**src/rtl/result_ascii_encoder_pkg.sv**
```systemverilog
// Shared byte/ASCII definitions for the text-side blocks (input parser and
// result encoder), plus a digit-to-character helper.
package result_ascii_encoder_pkg;

  localparam int unsigned BYTE_WIDTH = 8;

  localparam logic [7:0] ASCII_ZERO = 8'h30;
  localparam logic [7:0] ASCII_LF   = 8'h0A;

  // Printable character for one BCD digit (0..9).
  function automatic logic [7:0] ascii_digit(input logic [3:0] digit);
    return ASCII_ZERO + 8'(digit);
  endfunction

endpackage : result_ascii_encoder_pkg

```
**src/rtl/result_ascii_encoder_bcd_double_dabble.sv**
```systemverilog
// Sequential binary-to-BCD converter (shift-and-add-3), one input bit per cycle.
// Ports:
//   clk, rst   - clock, synchronous active-high reset
//   start      - load value and begin converting (ignored while busy)
//   value      - unsigned binary input, sampled when start is taken
//   busy       - conversion in progress
//   done_c     - high in the cycle whose clock edge performs the final shift
//   bcd        - DIGIT_COUNT packed BCD digits, digit 0 in the low nibble;
//                holds the result until the next start
module bcd_double_dabble #(
  parameter int unsigned VALUE_WIDTH = 64,
  parameter int unsigned DIGIT_COUNT = 20
) (
  input  logic                       clk,
  input  logic                       rst,
  input  logic                       start,
  input  logic [VALUE_WIDTH-1:0]     value,
  output logic                       busy,
  output logic                       done_c,
  output logic [4*DIGIT_COUNT-1:0]   bcd
);

  localparam int unsigned BCD_W = 4 * DIGIT_COUNT;
  localparam int unsigned CNT_W = $clog2(VALUE_WIDTH + 1);
  localparam int unsigned CAT_W = BCD_W + VALUE_WIDTH;

  logic [VALUE_WIDTH-1:0] shift_q;
  logic [CNT_W-1:0]       cnt_q;
  logic [BCD_W-1:0]       adj_c;
  logic [CAT_W-1:0]       shifted_c;

  // Add 3 to every digit >= 5; nibbles are independent, no carry between them.
  always_comb begin
    adj_c = bcd;
    for (int unsigned i = 0; i < DIGIT_COUNT; i++) begin
      if (bcd[4*i +: 4] >= 4'd5) begin
        adj_c[4*i +: 4] = bcd[4*i +: 4] + 4'd3;
      end
    end
  end

  // {bcd, shift} moves left as one register; the adjusted BCD MSB is always 0
  // when 10^DIGIT_COUNT exceeds the largest input, so nothing is lost.
  assign shifted_c = {adj_c, shift_q} << 1;

  assign done_c = busy && (cnt_q == CNT_W'(1));

  // Conversion registers.
  always_ff @(posedge clk) begin
    if (rst) begin
      busy    <= 1'b0;
      cnt_q   <= '0;
      shift_q <= '0;
      bcd     <= '0;
    end else if (start && !busy) begin
      busy    <= 1'b1;
      cnt_q   <= CNT_W'(VALUE_WIDTH);
      shift_q <= value;
      bcd     <= '0;
    end else if (busy) begin
      busy    <= (cnt_q != CNT_W'(1));
      cnt_q   <= cnt_q - CNT_W'(1);
      shift_q <= shifted_c[VALUE_WIDTH-1:0];
      bcd     <= shifted_c[CAT_W-1:VALUE_WIDTH];
    end
  end

endmodule : bcd_double_dabble

```
**src/rtl/result_ascii_encoder.sv**
```systemverilog
// Turns a binary result into ASCII decimal text ending in a line feed, one
// byte per valid/ready handshake, for a byte-wide TAP encoder.
// Ports:
//   tck               - clock
//   test_logic_reset  - synchronous active-high reset
//   value_valid/value_data/value_ready - binary value input handshake
//   byte_valid/byte_data/byte_last/byte_ready - ASCII byte output handshake;
//                       byte_last marks the terminating line feed
module result_ascii_encoder #(
  parameter int unsigned VALUE_WIDTH = 64,
  parameter int unsigned DIGIT_COUNT = 20,
  parameter int unsigned BYTE_WIDTH  = result_ascii_encoder_pkg::BYTE_WIDTH
) (
  input  logic                   tck,
  input  logic                   test_logic_reset,
  input  logic                   value_valid,
  input  logic [VALUE_WIDTH-1:0] value_data,
  output logic                   value_ready,
  output logic                   byte_valid,
  output logic [BYTE_WIDTH-1:0]  byte_data,
  output logic                   byte_last,
  input  logic                   byte_ready
);

  import result_ascii_encoder_pkg::*;

  localparam int unsigned BCD_W = 4 * DIGIT_COUNT;
  localparam int unsigned PTR_W = (DIGIT_COUNT > 1) ? $clog2(DIGIT_COUNT) : 1;

  typedef enum logic [2:0] {
    ST_IDLE,
    ST_CONVERT,
    ST_SCAN,
    ST_EMIT,
    ST_NEWLINE
  } state_e;

  state_e              state_q, state_d;
  logic [PTR_W-1:0]    ptr_q, ptr_d;
  logic [PTR_W-1:0]    scan_ptr_c;
  logic                byte_valid_d, byte_last_d;
  logic [BYTE_WIDTH-1:0] byte_data_d;

  logic                dd_start;
  logic                dd_busy;
  logic                dd_done_c;
  logic [BCD_W-1:0]    bcd;

  // Reset forces IDLE on the next edge, so advertise ready while it is held.
  assign value_ready = (state_q == ST_IDLE) || test_logic_reset;
  assign dd_start    = value_valid && (state_q == ST_IDLE);

  bcd_double_dabble #(
    .VALUE_WIDTH (VALUE_WIDTH),
    .DIGIT_COUNT (DIGIT_COUNT)
  ) u_dabble (
    .clk    (tck),
    .rst    (test_logic_reset),
    .start  (dd_start),
    .value  (value_data),
    .busy   (dd_busy),
    .done_c (dd_done_c),
    .bcd    (bcd)
  );

  // Digit select by index.
  function automatic logic [3:0] digit_at(input logic [BCD_W-1:0] digits,
                                          input logic [PTR_W-1:0] idx);
    logic [3:0] d;
    d = '0;
    for (int unsigned i = 0; i < DIGIT_COUNT; i++) begin
      if (PTR_W'(i) == idx) begin
        d = digits[4*i +: 4];
      end
    end
    return d;
  endfunction

  // Most significant nonzero digit; stays 0 for an all-zero result so "0" is sent.
  always_comb begin
    scan_ptr_c = '0;
    for (int unsigned i = 0; i < DIGIT_COUNT; i++) begin
      if (bcd[4*i +: 4] != 4'd0) begin
        scan_ptr_c = PTR_W'(i);
      end
    end
  end

  // State, pointer and registered outputs.
  always_ff @(posedge tck) begin
    if (test_logic_reset) begin
      state_q    <= ST_IDLE;
      ptr_q      <= '0;
      byte_valid <= 1'b0;
      byte_data  <= '0;
      byte_last  <= 1'b0;
    end else begin
      state_q    <= state_d;
      ptr_q      <= ptr_d;
      byte_valid <= byte_valid_d;
      byte_data  <= byte_data_d;
      byte_last  <= byte_last_d;
    end
  end

  // Next state.
  always_comb begin
    state_d = state_q;
    unique case (state_q)
      ST_IDLE:    if (value_valid) state_d = ST_CONVERT;
      ST_CONVERT: if (dd_done_c || !dd_busy) state_d = ST_SCAN;
      ST_SCAN:    state_d = ST_EMIT;
      ST_EMIT:    if (byte_ready && (ptr_q == '0)) state_d = ST_NEWLINE;
      ST_NEWLINE: if (byte_ready) state_d = ST_IDLE;
      default:    state_d = ST_IDLE;
    endcase
  end

  // Next pointer and output byte; outputs hold while stalled.
  always_comb begin
    ptr_d        = ptr_q;
    byte_valid_d = byte_valid;
    byte_data_d  = byte_data;
    byte_last_d  = byte_last;
    unique case (state_q)
      ST_SCAN: begin
        ptr_d        = scan_ptr_c;
        byte_valid_d = 1'b1;
        byte_data_d  = BYTE_WIDTH'(ascii_digit(digit_at(bcd, scan_ptr_c)));
        byte_last_d  = 1'b0;
      end
      ST_EMIT: begin
        if (byte_ready) begin
          if (ptr_q == '0) begin
            byte_valid_d = 1'b1;
            byte_data_d  = BYTE_WIDTH'(ASCII_LF);
            byte_last_d  = 1'b1;
          end else begin
            ptr_d        = ptr_q - PTR_W'(1);
            byte_valid_d = 1'b1;
            byte_data_d  = BYTE_WIDTH'(ascii_digit(digit_at(bcd, ptr_q - PTR_W'(1))));
            byte_last_d  = 1'b0;
          end
        end
      end
      ST_NEWLINE: begin
        if (byte_ready) begin
          byte_valid_d = 1'b0;
          byte_data_d  = '0;
          byte_last_d  = 1'b0;
        end
      end
      default: begin
        byte_valid_d = 1'b0;
        byte_data_d  = '0;
        byte_last_d  = 1'b0;
      end
    endcase
  end

endmodule : result_ascii_encoder

```
**config.mk**
```make
export PLATFORM = sky130hd
export DESIGN_NAME = result_ascii_encoder
export DESIGN_NICKNAME = d
export VERILOG_FILES = /design/src/rtl/result_ascii_encoder_pkg.sv /design/src/rtl/result_ascii_encoder_bcd_double_dabble.sv /design/src/rtl/result_ascii_encoder.sv
export SDC_FILE = /design/constraint.sdc
export NUM_CORES = 1
export LEC_CHECK = 0
export ABC_AREA = 1
export BUFFER_PORTS_ARGS = -buffer_cell sky130_fd_sc_hd__clkbuf_2
export CAP_MARGIN = 20
export CORE_ASPECT_RATIO = 1.4
export CORE_MARGIN = 2
export CORE_UTILIZATION = 32
export DETAILED_ROUTE_END_ITERATION = 16
export HOLD_SLACK_MARGIN = 0.15
export PLACE_DENSITY = 0.48
export SLEW_MARGIN = 30
export SYNTH_ARGS = -nofsm -noshare
export SYNTH_HDL_FRONTEND = slang
export SYNTH_HIERARCHICAL = 1
export SYNTH_SLANG_ARGS = --single-unit
```
**constraint.sdc**
```tcl
create_clock -name tck -period 8.04 [get_ports tck]
set_clock_uncertainty 0.1 [all_clocks]
set_input_delay 0.804 -clock tck [delete_from_list [all_inputs] [get_ports tck]]
set_output_delay 0.804 -clock tck [all_outputs]
set_load 0.01 [all_outputs]
```
==> results.py, run 1 <==
metrics = {
    "finish": {
        "finish.utilization_pct": 36.0,
        "n_antenna_cell": 0,
        "fin_cells": 2454,
        "layout-drive-gt1-share_pct": 8.08,
        "fill_cells": 3985,
        "fin_nets": 2095,
        "syn_to_final_growth_pct": 10.9,
    },
    "detailed_routing": {
        "dr_wl_met3_um": 1120,
        "ant_nets": 0,
        "wl_um": 32400,
        "vias_per_cell": 4.77,
        "drc": 0,
        "wire_per_inst_um": 13.2,
        "wl_met1_um": 13900,
        "top_layer_used": "met4",
        "routed-wl-met2_um": 16700,
        "first_pass_iters": 5,
        "vias": 11700,
        "drt_iter0_drc": 597,
    },
    "placed_design": {
        "dp_cells": 2423,
        "hpwl_um": 23100,
        "portBuffers": 76,
        "gp_congestion": 0.876,
        "pre_cts_ws_ns": 4.07,
    },
    "setup_path": {
        "path_max_fanout": 12,
        "slowest_delay_ns": 0.40,
        "start_kind": "flip-flop",
        "arrival_ns": 4.34,
        "critPathMostFrequentCell": "o21ai_1",
        "critPathBufInv": 1,
        "endpoint_kind": "flip-flop",
        "worstSetupPathType": "flip-flop to flip-flop",
        "critPathTopFamily": "compound AO/OA/AOI/OAI gates",
        "critPathSlowestCell": "xnor2_1",
        "critical_path_required_ns": 8.32,
    },
    "timing": {
        "tightest_slew_ns": 0.962,
        "timing.final.ws_setup_ns": 3.99,
        "finalMaxSlewViolations": 0,
        "tns_ns": 0,
        "finalHoldViolCount": 0,
        "max-slew-margin-rel_pct": 35.8,
        "setup_violations": 0,
        "max_freq_mhz": 247,
        "min_period_ns": 4.05,
        "grt_setup_unrepaired": "false",
        "whs_ns": 0.369,
        "post-route-period-util_pct": 50.4,
    },
    "floorplanning": {
        "coreArea_um2": 35700,
        "die_w_um": 165,
        "start_util_pct": 32.5,
        "floorplan.die_area_um2": 37800,
        "rows": 82,
        "die_height_um": 229,
        "io_pins": 79,
    },
    "clock_network": {
        "cts_root_buf": "clkbuf_16",
        "worstSkewPairLatency_ns": 0.46,
        "path_clk_slew_ns": 0.07,
        "h-tree-depth": 4,
        "cts_hold_buf": 0,
        "clock-sinks": 167,
        "post_cts_buffers": 0,
        "cts_tree": "built",
        "cts_buffer_depth": 2,
        "numCtsBuffers": 17,
        "cts_resized": 0,
    },
    "power": {
        "p_per_area_nw_per_um2": 309,
        "p_clk_share_pct": 22.7,
        "leakagePower_nw": 6.02,
        "swShare_pct": 48.2,
        "p_sw_mw": 1.92,
        "internal_power_mw": 2.06,
        "comb_power_share_pct": 48.7,
        "max-vdd-ir-drop_mv": 0.182,
        "seq_power_share_pct": 28.6,
    },
    "grt": {
        "gr-total-overflow": 0,
        "grt_max_degree": 87,
        "grt_pass1_wl_um": 54100,
        "grt_pass1_vias": 11100,
        "gr-usage-all-layers_pct": 17.7,
        "antenna_found_initial": 0,
    },
    "synthesis": {
        "syn_area_um2": 11600,
        "synth_cell_types": 49,
        "ys_ff_latch": 167,
        "syn_avg_cell_area_um2": 5.97,
        "ys.flop_type": "dfxtp_1",
        "synth_edf_count": 0,
        "ys_seq_area_share_pct": 28.9,
        "async_flop_share_pct": 0,
        "netlist_instances": 1942,
        "yosysWarnings": 6,
    },
    "hold_path": {
        "hp-class": "flip-flop to flip-flop",
    },
    "run": {
        "cap_violations": 0,
    },
    "run_status": {
        "outcome": "completed",
    },
}
## cell type report
type	instances	area, µm²	share of cell area (%)
clock buffer	18	439	3.42
sequential	167	3350	26.1
tap	462	578	4.50
clock inverter	13	183	1.42
multi-input combinational	1342	6480	50.4
timing repair buffer	82	425	3.31
inverter	370	1390	10.8
## per-layer routing
metal / global-route usage [%] / up-vias
met5: 0 / -
li1: - / 6145
met2: 33.2 / 219
met1: 20.2 / 5288
met3: 2.28 / 43
met4: 5.92 / 0
## registers in the layout, indices dropped and copies added (netlist names)
signal and flops:
u_dabble/bcd 80, u_dabble/shift_q 64, u_dabble/cnt_q 7, byte_data 5
ptr_q 5, state_q 3, byte_last 1, byte_valid 1
u_dabble/busy 1
## Yosys cell counts, drive strengths merged (16+ instances only)
library cell,number,area (µm²)
nand2,606,2300
inv,370,1390
nor2,175,697
dfxtp,167,3340
nand3,162,816
a21oi,154,782
o21ai,95,487
buf,55,353
ha,47,588
o211ai,19,143
nor4,16,155
## path summary, 6_finish.rpt
| path | start | to | slack [ns] | cells past startpoint |
|---|---|---|---|---|
| setup / recovery | ptr_q[0] | byte_data[0] | 3.99 | 27 |
| hold / removal | u_dabble/shift_q[63] | u_dabble/bcd[0] | 0.37 | 2 |
| setup reg to reg | ptr_q[0] | byte_data[0] | 3.99 | 27 |
| hold reg to reg | u_dabble/shift_q[63] | u_dabble/bcd[0] | 0.37 | 2 |
## logic make-up after synthesis
kind of cell	share of synthesized area (%)
DFF	28.9
AOI/OAI and AO/OA	14.4
and+or+nand+nor	36.0
adders and majority gates	5.08
buffers and inverters	15.3
xor gates and xnor gates	0.292
other	0.0324
## power by group through the flow
stage / sequential [mW] / combinational, mW / clock (mW)
floorplan: 1.08 / 1.53 / 0
global placement: 1.16 / 1.94 / 0
detailed placement: 1.16 / 1.94 / 0
CTS: 1.14 / 1.95 / 0.940
global route: 1.16 / 2.21 / 0.966
finish: 1.14 / 1.94 / 0.903
## metrics by stage
stage / power, mW / cell area [µm²]
after floorplan: 2.61 / 11600
after global placement: 3.09 / 12200
after detailed placement: 3.10 / 12200
after CTS: 4.03 / 12800
after global routing: 4.34 / 12800
final: 3.97 / 12800
## worst min-delay path, delay by kind of cell, from the launching register on
kind,cells,cell delay [ns]
AOI/OAI and AO/OA,1,0.05
DFF,1,0.31
and+or+nand+nor,1,0.06
## layout by cell type (no fill, tap or decap), drive strengths merged
cell type / netlist / layout
nand2: 606 / 606
nand3: 162 / 162
conb: 1 / 2
nor4: 16 / 16
a221oi: 2 / 2
xnor2: 1 / 1
bufinv: 0 / 3
o311ai: 1 / 1
ha: 47 / 47
o21ai: 95 / 95
nand3b: 1 / 1
nor2: 175 / 175
clkbuf: 9 / 94
dfxtp: 167 / 167
o31ai: 1 / 1
a21boi: 2 / 2
a211oi: 1 / 1
buf: 55 / 6
a21o: 1 / 1
or2: 1 / 1
nand4: 13 / 13
a311oi: 1 / 1
o221ai: 15 / 15
o2111ai: 2 / 2
and2: 1 / 1
a22oi: 1 / 1
o22ai: 5 / 5
o211ai: 19 / 19
nor3: 15 / 15
a21oi: 154 / 154
clkinv: 0 / 2
xor2: 2 / 2
inv: 370 / 378
(Power assumes the default switching activity.)
==> inputs of run 2 (changes only) <==
--- a/config.mk
+++ b/config.mk
@@ -5,7 +5,7 @@
 export SDC_FILE = /design/constraint.sdc
 export NUM_CORES = 1
 export LEC_CHECK = 0
-export ABC_AREA = 1
+export ABC_AREA = 0
 export BUFFER_PORTS_ARGS = -buffer_cell sky130_fd_sc_hd__clkbuf_2
 export CAP_MARGIN = 20
 export CORE_ASPECT_RATIO = 1.4
@@ -13,7 +13,7 @@
 export CORE_UTILIZATION = 32
 export DETAILED_ROUTE_END_ITERATION = 16
 export HOLD_SLACK_MARGIN = 0.15
-export PLACE_DENSITY = 0.48
+export PLACE_DENSITY = 0.49
 export SLEW_MARGIN = 30
 export SYNTH_ARGS = -nofsm -noshare
 export SYNTH_HDL_FRONTEND = slang
==> constraint.sdc (replaced) <==
create_clock -name tck -period 3.26 [get_ports tck]
set_clock_uncertainty 0.1 [all_clocks]
set_input_delay 0.326 -clock tck [delete_from_list [all_inputs] [get_ports tck]]
set_output_delay 0.326 -clock tck [all_outputs]
set_load 0.01 [all_outputs]
==> run 2 against run 1 <==
- core utilization rose by 4.2 points
- clock power rose by 140%
- worst hold slack got worse by 0.20 ns
- design area rose by 9.0%
- fmax rose by 30%
- first-iteration DRC count rose by 29%
==> results.py, run 2 <==
metrics = {
    "clock_network": {
        "cts_tree": "built",
        "numCtsBuffers": 17,
        "worstSkewPairLatency_ns": 0.45,
        "cts_buffer_depth": 2,
        "clock-sinks": 167,
        "h-tree-depth": 4,
        "path_clk_slew_ns": 0.07,
        "cts_root_buf": "clkbuf_16",
    },
    "floorplanning": {
        "rows": 81,
        "start_util_pct": 32.4,
        "floorplan.die_area_um2": 36900,
        "die_height_um": 226,
        "io_pins": 79,
        "die_w_um": 163,
        "coreArea_um2": 34900,
    },
    "timing": {
        "finalMaxSlewViolations": 0,
        "tightest_slew_ns": 0.923,
        "tns_ns": 0,
        "max-slew-margin-rel_pct": 38.5,
        "min_period_ns": 3.13,
        "setup_violations": 0,
        "post-route-period-util_pct": 96.0,
        "finalHoldViolCount": 0,
        "max_freq_mhz": 320,
        "timing.final.ws_setup_ns": 0.131,
        "grt_setup_unrepaired": "false",
    },
    "synthesis": {
        "async_flop_share_pct": 0,
        "synth_top_cell_area_share_pct": 29.6,
        "yosysTopAreaCell": "dfxtp_1",
        "ys.flop_type": "dfxtp_1",
        "yosysWarnings": 6,
        "syn_avg_cell_area_um2": 7.76,
        "synth.most_common_cell": "a21oi_1",
        "synthTopCellsByArea": "dfxtp_1 (30%), a21oi_1 (8.0%), mux2i_1 (7.3%)",
        "ys_seq_area_share_pct": 29.6,
        "netlist_instances": 1457,
        "ys_ff_latch": 167,
        "synth_edf_count": 0,
        "synth_cell_types": 87,
        "synth_commonest_cells": "a21oi_1 (181), nor2_1 (174), dfxtp_1 (167)",
        "syn_area_um2": 11300,
    },
    "setup_path": {
        "critPathSlowestCell": "nor4_1",
        "r2r_cells": 11,
        "start_kind": "flip-flop",
        "critical_path_required_ns": 3.49,
        "endpoint_kind": "flip-flop",
        "slowest_delay_ns": 0.63,
        "rrSetupSlack_ns": 0.13,
        "critPathTopFamily": "simple AND/OR/NAND/NOR gates",
        "crit_chain": "nor4_1 -> buf_4 -> nand2_1 -> buf_4 -> a21boi_4 -> nand2_1 -> buf_12 -> and2_1 -> o2111ai_1 -> o311a_1 -> o211ai_2",
        "arrival_ns": 3.36,
        "path_depth": 11,
        "r2r_start": "u_dabble/bcd[63]",
        "path_max_fanout": 14,
        "r2r_end": "byte_data[2]",
        "worstSetupPathType": "flip-flop to flip-flop",
        "critPathBufInv": 3,
    },
    "placed_design": {
        "portBuffers": 76,
        "gp_congestion": 0.958,
        "postPlaceCellArea_um2": 12700,
        "hpwl_um": 29600,
        "pre_cts_ws_ns": 0.201,
    },
    "grt": {
        "gr-usage-all-layers_pct": 22.5,
        "grt_pass1_vias": 11500,
        "antenna_found_initial": 0,
        "grt_max_degree": 152,
        "gr-total-overflow": 0,
        "grt_pass1_wl_um": 64200,
    },
    "finish": {
        "layout_common_cells": "a21oi_1 (181), nor2_1 (174), dfxtp_1 (166), buf_4 (109), o21ai_0 (91)",
        "syn_to_final_growth_pct": 23.9,
        "final_common_cell": "a21oi_1",
        "fin_area_um2": 14000,
        "top_regs": "u_dabble/bcd (80), u_dabble/shift_q (64), u_dabble/cnt_q (7)",
        "regMostFlops": "u_dabble/bcd",
        "layout-drive-gt1-share_pct": 15.8,
        "ff_latch_area_um2": 3350,
        "largest_reg_flops": 80,
        "n_antenna_cell": 0,
        "fill_cells": 3619,
        "fin_nets": 1740,
        "multiInputGateArea_um2": 7230,
    },
    "detailed_routing": {
        "vias": 11800,
        "wl_um": 40600,
        "ant_nets": 0,
        "wire_per_inst_um": 19.4,
        "drc": 0,
        "first_pass_iters": 5,
        "drt_iter0_drc": 769,
        "vias_per_cell": 5.62,
    },
    "run": {
        "cap_violations": 0,
    },
    "power": {
        "p_per_area_nw_per_um2": 850,
        "seq_power_share_pct": 23.3,
        "internal_power_mw": 6.43,
        "swShare_pct": 46.0,
        "comb_power_share_pct": 58.3,
        "leakagePower_nw": 5.29,
        "p_clk_share_pct": 18.4,
        "report.power.total_mw": 11.9,
        "p_sw_mw": 5.47,
        "max-vdd-ir-drop_mv": 0.459,
    },
    "hold_path": {
        "whs_path_depth": 5,
        "min_to": "u_dabble/shift_q[13]",
        "hp-start": "value_data[13]",
        "hp-class": "input port to flip-flop",
    },
    "run_status": {
        "outcome": "completed",
    },
}
## run 2: changes by cell type in the layout (fill, tap and decap cells not counted), sizes merged, moves of 25 or more
cell         before  now
nand3           162   43
or4               0   34
buf               6  117
mux2i             0   82
nand2           606   85
a21oi           154  185
nor4             16   41
inv             378   68
dlygate4sd3       0   64
## run 2: power groups by stage
| stage | registers (mW) | logic [mW] | clock network [mW] |
|---|---|---|---|
| after floorplan | 2.70 | 4.51 | 0 |
| after global placement | 2.81 | 6.79 | 0 |
| after detailed placement | 2.82 | 6.78 | 0 |
| after CTS | 2.78 | 6.86 | 2.26 |
| after global routing | 2.83 | 7.57 | 2.34 |
| final | 2.77 | 6.94 | 2.19 |
## run 2: cell families after synthesis
group	share of synthesized area (%)
xor gates and xnor gates	0.542
buffers and inverters	6.74
and+or+nand+nor	25.0
AOI/OAI and AO/OA	25.4
DFF	29.6
other	0.0332
adders and majority gates	5.20
muxes	7.56
## run 2: final cells by class
class | count | area share (%)
Multi-Input combinational cell | 1120 | 51.7
Sequential cell | 167 | 23.9
Timing Repair Buffer | 256 | 14.2
Tap cell | 456 | 4.08
Clock buffer | 19 | 3.24
Inverter | 63 | 1.71
Clock inverter | 12 | 1.17
## run 2: per-layer routing
| layer | routed length, µm | global-route usage (%) |
|---|---|---|
| met1 | 16000 | 24.3 |
| met2 | 20600 | 40.7 |
| met3 | 1340 | 2.98 |
| met4 | 2680 | 15.0 |
| met5 | 0 | 0 |
## run 2: worst min-delay path: cells and delay by family
family	cells	cell delay, ns
and+or+nand+nor	2	0.16
buffers and inverters	1	0.09
muxes	1	0.06
AOI/OAI and AO/OA	1	0.05
## run 2: per-stage QoR
step | hold slack (ns) | std cells | util [%]
after global placement | 0.368 | 1998 | 36.5
after detailed placement | 0.378 | 1998 | 36.5
after floorplan | 0.358 | 1458 | -
after CTS | 0.154 | 2093 | 40.1
after global routing | 0.200 | 2093 | 40.2
final | 0.166 | 2093 | 40.2
## run 2: worst max path at each step
| stage | startpoint | endpoint |
|---|---|---|
| after CTS | u_dabble/bcd[21] | byte_data[2] |
| after global routing | ptr_q[0] | byte_data[3] |
| after floorplan | ptr_q[0] | byte_data[3] |
| final | u_dabble/bcd[63] | byte_data[2] |
| after detailed placement | u_dabble/bcd[21] | byte_data[2] |
| after global placement | u_dabble/bcd[21] | byte_data[3] |
## run 2: what timing repair did
| item | in CTS | in global routing |
|---|---|---|
| setup buffers | 0 | 0 |
| gates resized for setup | 0 | 2 |
| hold endpoints to repair | 64 | 0 |
| setup endpoints to repair | 0 | 2 |
| hold buffers | 64 | 0 |
==> inputs of run 3 (changes only) <==
--- a/config.mk
+++ b/config.mk
@@ -17,5 +17,4 @@
 export SLEW_MARGIN = 30
 export SYNTH_ARGS = -nofsm -noshare
 export SYNTH_HDL_FRONTEND = slang
-export SYNTH_HIERARCHICAL = 1
 export SYNTH_SLANG_ARGS = --single-unit
==> run 3 against run 2 <==
- setup slack lost 0.043 ns
- routed wire length shrank 7.6%
- critical endpoint is now byte_data[0]
- register-to-register slack lost 0.04 ns
==> results.py, run 3 <==
metrics = {
    "finish": {
        "fin_cells": 2217,
        "n_antenna_cell": 0,
        "final_common_cell": "nor2_1",
        "fin_nets": 1871,
        "layout-drive-gt1-share_pct": 23.2,
        "top_regs": "u_dabble.bcd (80), u_dabble.shift_q (64), u_dabble.cnt_q (7)",
        "regMostFlops": "u_dabble.bcd",
        "syn_to_final_growth_pct": 33.3,
        "layout_common_cells": "nor2_1 (252), buf_4 (203), a21oi_1 (187), dfxtp_1 (162), nand2_1 (110)",
        "largest_reg_flops": 80,
        "fill_cells": 3397,
    },
    "clock_network": {
        "path_clk_slew_ns": 0.07,
        "h-tree-depth": 4,
        "clock-sinks": 167,
        "worstSkewPairLatency_ns": 0.45,
        "cts_tree": "built",
        "cts_buffer_depth": 2,
        "cts_root_buf": "clkbuf_16",
        "numCtsBuffers": 17,
    },
    "synthesis": {
        "async_flop_share_pct": 0,
        "netlist_instances": 1480,
        "ys_ff_latch": 167,
        "ys_seq_area_share_pct": 30.1,
        "yosysWarnings": 0,
        "synthTopCellsByArea": "dfxtp_1 (30%), nor2_1 (8.5%), a21oi_1 (8.5%)",
        "syn_area_um2": 11100,
        "synth.most_common_cell": "nor2_1",
        "synth_top_cell_area_share_pct": 30.1,
        "ys.flop_type": "dfxtp_1",
        "synth_commonest_cells": "nor2_1 (252), a21oi_1 (188), dfxtp_1 (167)",
        "synth_edf_count": 0,
        "yosysTopAreaCell": "dfxtp_1",
        "synth_cell_types": 85,
        "syn_avg_cell_area_um2": 7.50,
    },
    "placed_design": {
        "gp_congestion": 0.971,
        "hpwl_um": 28000,
        "dp_cells": 2114,
        "portBuffers": 76,
    },
    "power": {
        "internal_power_mw": 5.15,
        "report.power.total_mw": 8.52,
        "comb_power_share_pct": 47.9,
        "p_sw_mw": 3.37,
        "p_per_area_nw_per_um2": 576,
        "seq_power_share_pct": 28.3,
        "p_clk_share_pct": 23.7,
        "max-vdd-ir-drop_mv": 0.416,
        "swShare_pct": 39.6,
        "leakagePower_nw": 5.86,
    },
    "detailed_routing": {
        "ant_nets": 0,
        "vias_per_cell": 5.24,
        "wire_per_inst_um": 16.9,
        "vias": 11600,
        "first_pass_iters": 5,
        "wl_um": 37500,
        "drc": 0,
        "drt_iter0_drc": 681,
    },
    "floorplanning": {
        "coreArea_um2": 34100,
        "floorplan.die_area_um2": 36200,
        "start_util_pct": 32.5,
        "rows": 80,
        "die_w_um": 161,
        "io_pins": 79,
        "die_height_um": 224,
    },
    "hold_path": {
        "hp-class": "input port to flip-flop",
    },
    "setup_path": {
        "critical_path_required_ns": 3.48,
        "start_kind": "flip-flop",
        "worstSetupPathType": "flip-flop to flip-flop",
        "endpoint_kind": "flip-flop",
        "path_max_fanout": 5,
        "arrival_ns": 3.40,
    },
    "grt": {
        "gr-total-overflow": 0,
        "grt_pass1_wl_um": 60500,
        "antenna_found_initial": 0,
        "grt_max_degree": 147,
        "grt_pass1_vias": 11700,
        "gr-usage-all-layers_pct": 20.9,
    },
    "timing": {
        "finalMaxSlewViolations": 0,
        "setup_violations": 0,
        "max_freq_mhz": 315,
        "grt_setup_unrepaired": "true",
        "post-route-period-util_pct": 97.3,
        "min_period_ns": 3.17,
        "tightest_slew_ns": 0.820,
        "max-slew-margin-rel_pct": 45.3,
        "finalHoldViolCount": 0,
    },
    "run": {
        "cap_violations": 0,
    },
    "run_status": {
        "outcome": "completed",
    },
}
-- run 3: cell count changes after synthesis, sizes merged, moves of 11 or more --
cell	delta
nor3	+11
a211oi	+20
nand2	+26
o311ai	-18
clkbuf	+26
nor4	-34
nand4	-19
a311o	-16
buf	-29
or4	-30
xnor2	+20
nor2	+79
nor4b	-15
-- run 3: logic make-up (layout without fill, tap and decap cells) --
kind of cell	Yosys count	after routing	share of synthesized area [%]
and+or+nand+nor	554	554	23.7
AOI/OAI and AO/OA	415	415	23.2
DFF	167	167	30.1
buffers and inverters	163	448	6.07
muxes	93	93	8.40
adders and majority gates	50	50	5.63
xor gates and xnor gates	37	37	2.92
other	1	2	0.0338
-- run 3: metrics by stage --
step	utilization [%]	setup WS, ns	setup TNS [ns]	hold slack (ns)	instance area [µm²]
final	43.4	0.0884	0	0.357	14800
after global routing	43.4	-0.0168	-0.0283	0.387	14800
after CTS	42.6	0.000834	0	0.351	14500
after detailed placement	38.9	-0.160	-0.276	0.365	13300
after global placement	38.9	0.0300	0	0.349	13300
after floorplan	-	0.206	0	0.358	11100
-- run 3: final cells by class --
class	instances	area [µm²]	area share, %
sequential	167	3350	22.6
inverter	58	218	1.47
clock inverter	11	113	0.760
timing repair buffer	358	2760	18.6
tap	451	564	3.81
clock buffer	21	460	3.11
multi-input combinational	1151	7340	49.6
-- run 3: final timing paths --
kind         slack [ns]  cells after the start             start           end
max                0.09                     11  u_dabble.bcd[25]  byte_data[0]
max reg2reg        0.09                     11  u_dabble.bcd[25]  byte_data[0]
min reg2reg        0.37                      2         byte_last     byte_last
min                0.36                      5  test_logic_reset  byte_data[3]
-- run 3: power by group through the flow --
stage / clock (mW) / combinational, mW / sequential (mW)
2_1_floorplan: 0 / 2.47 / 2.42
3_3_place_gp: 0 / 3.76 / 2.45
3_5_place_dp: 0 / 3.77 / 2.46
4_1_cts: 2.10 / 3.89 / 2.41
5_1_grt: 2.18 / 4.46 / 2.45
6_report: 2.02 / 4.09 / 2.42
-- run 3: critical path, cell delays in order, from the launching register on --
cell	delay (ns)
dfxtp_1	0.31
inv_1	0.07
ha_2	0.17
or3b_4	0.39
or4_4	0.58
a211oi_4	0.35
buf_6	0.17
nor4b_4	0.05
a211oi_1	0.32
o2111a_1	0.29
o2111a_1	0.20
a211oi_2	0.05
-- run 3: routing by layer --
metal / wire, µm / track usage (%) / vias to the layer above / share of wire (%)
li1: - / - / 5781 / -
met1: 15800 / 24.1 / 5425 / 42
met2: 18300 / 37.5 / 323 / 49
met3: 1630 / 2.88 / 97 / 4.3
met4: 1790 / 10.7 / 0 / 4.8
met5: 0 / 0 / - / 0
-- run 3: timing repair --
item                                    in CTS  in global routing
pin swaps                                    3                 22
endpoints found under the hold margin       66                  0
resized for setup                            8                 59
setup buffers                                1                  4
cloned                                       0                  1
hold buffers                                66                  0
endpoints found under the setup margin       2                  4
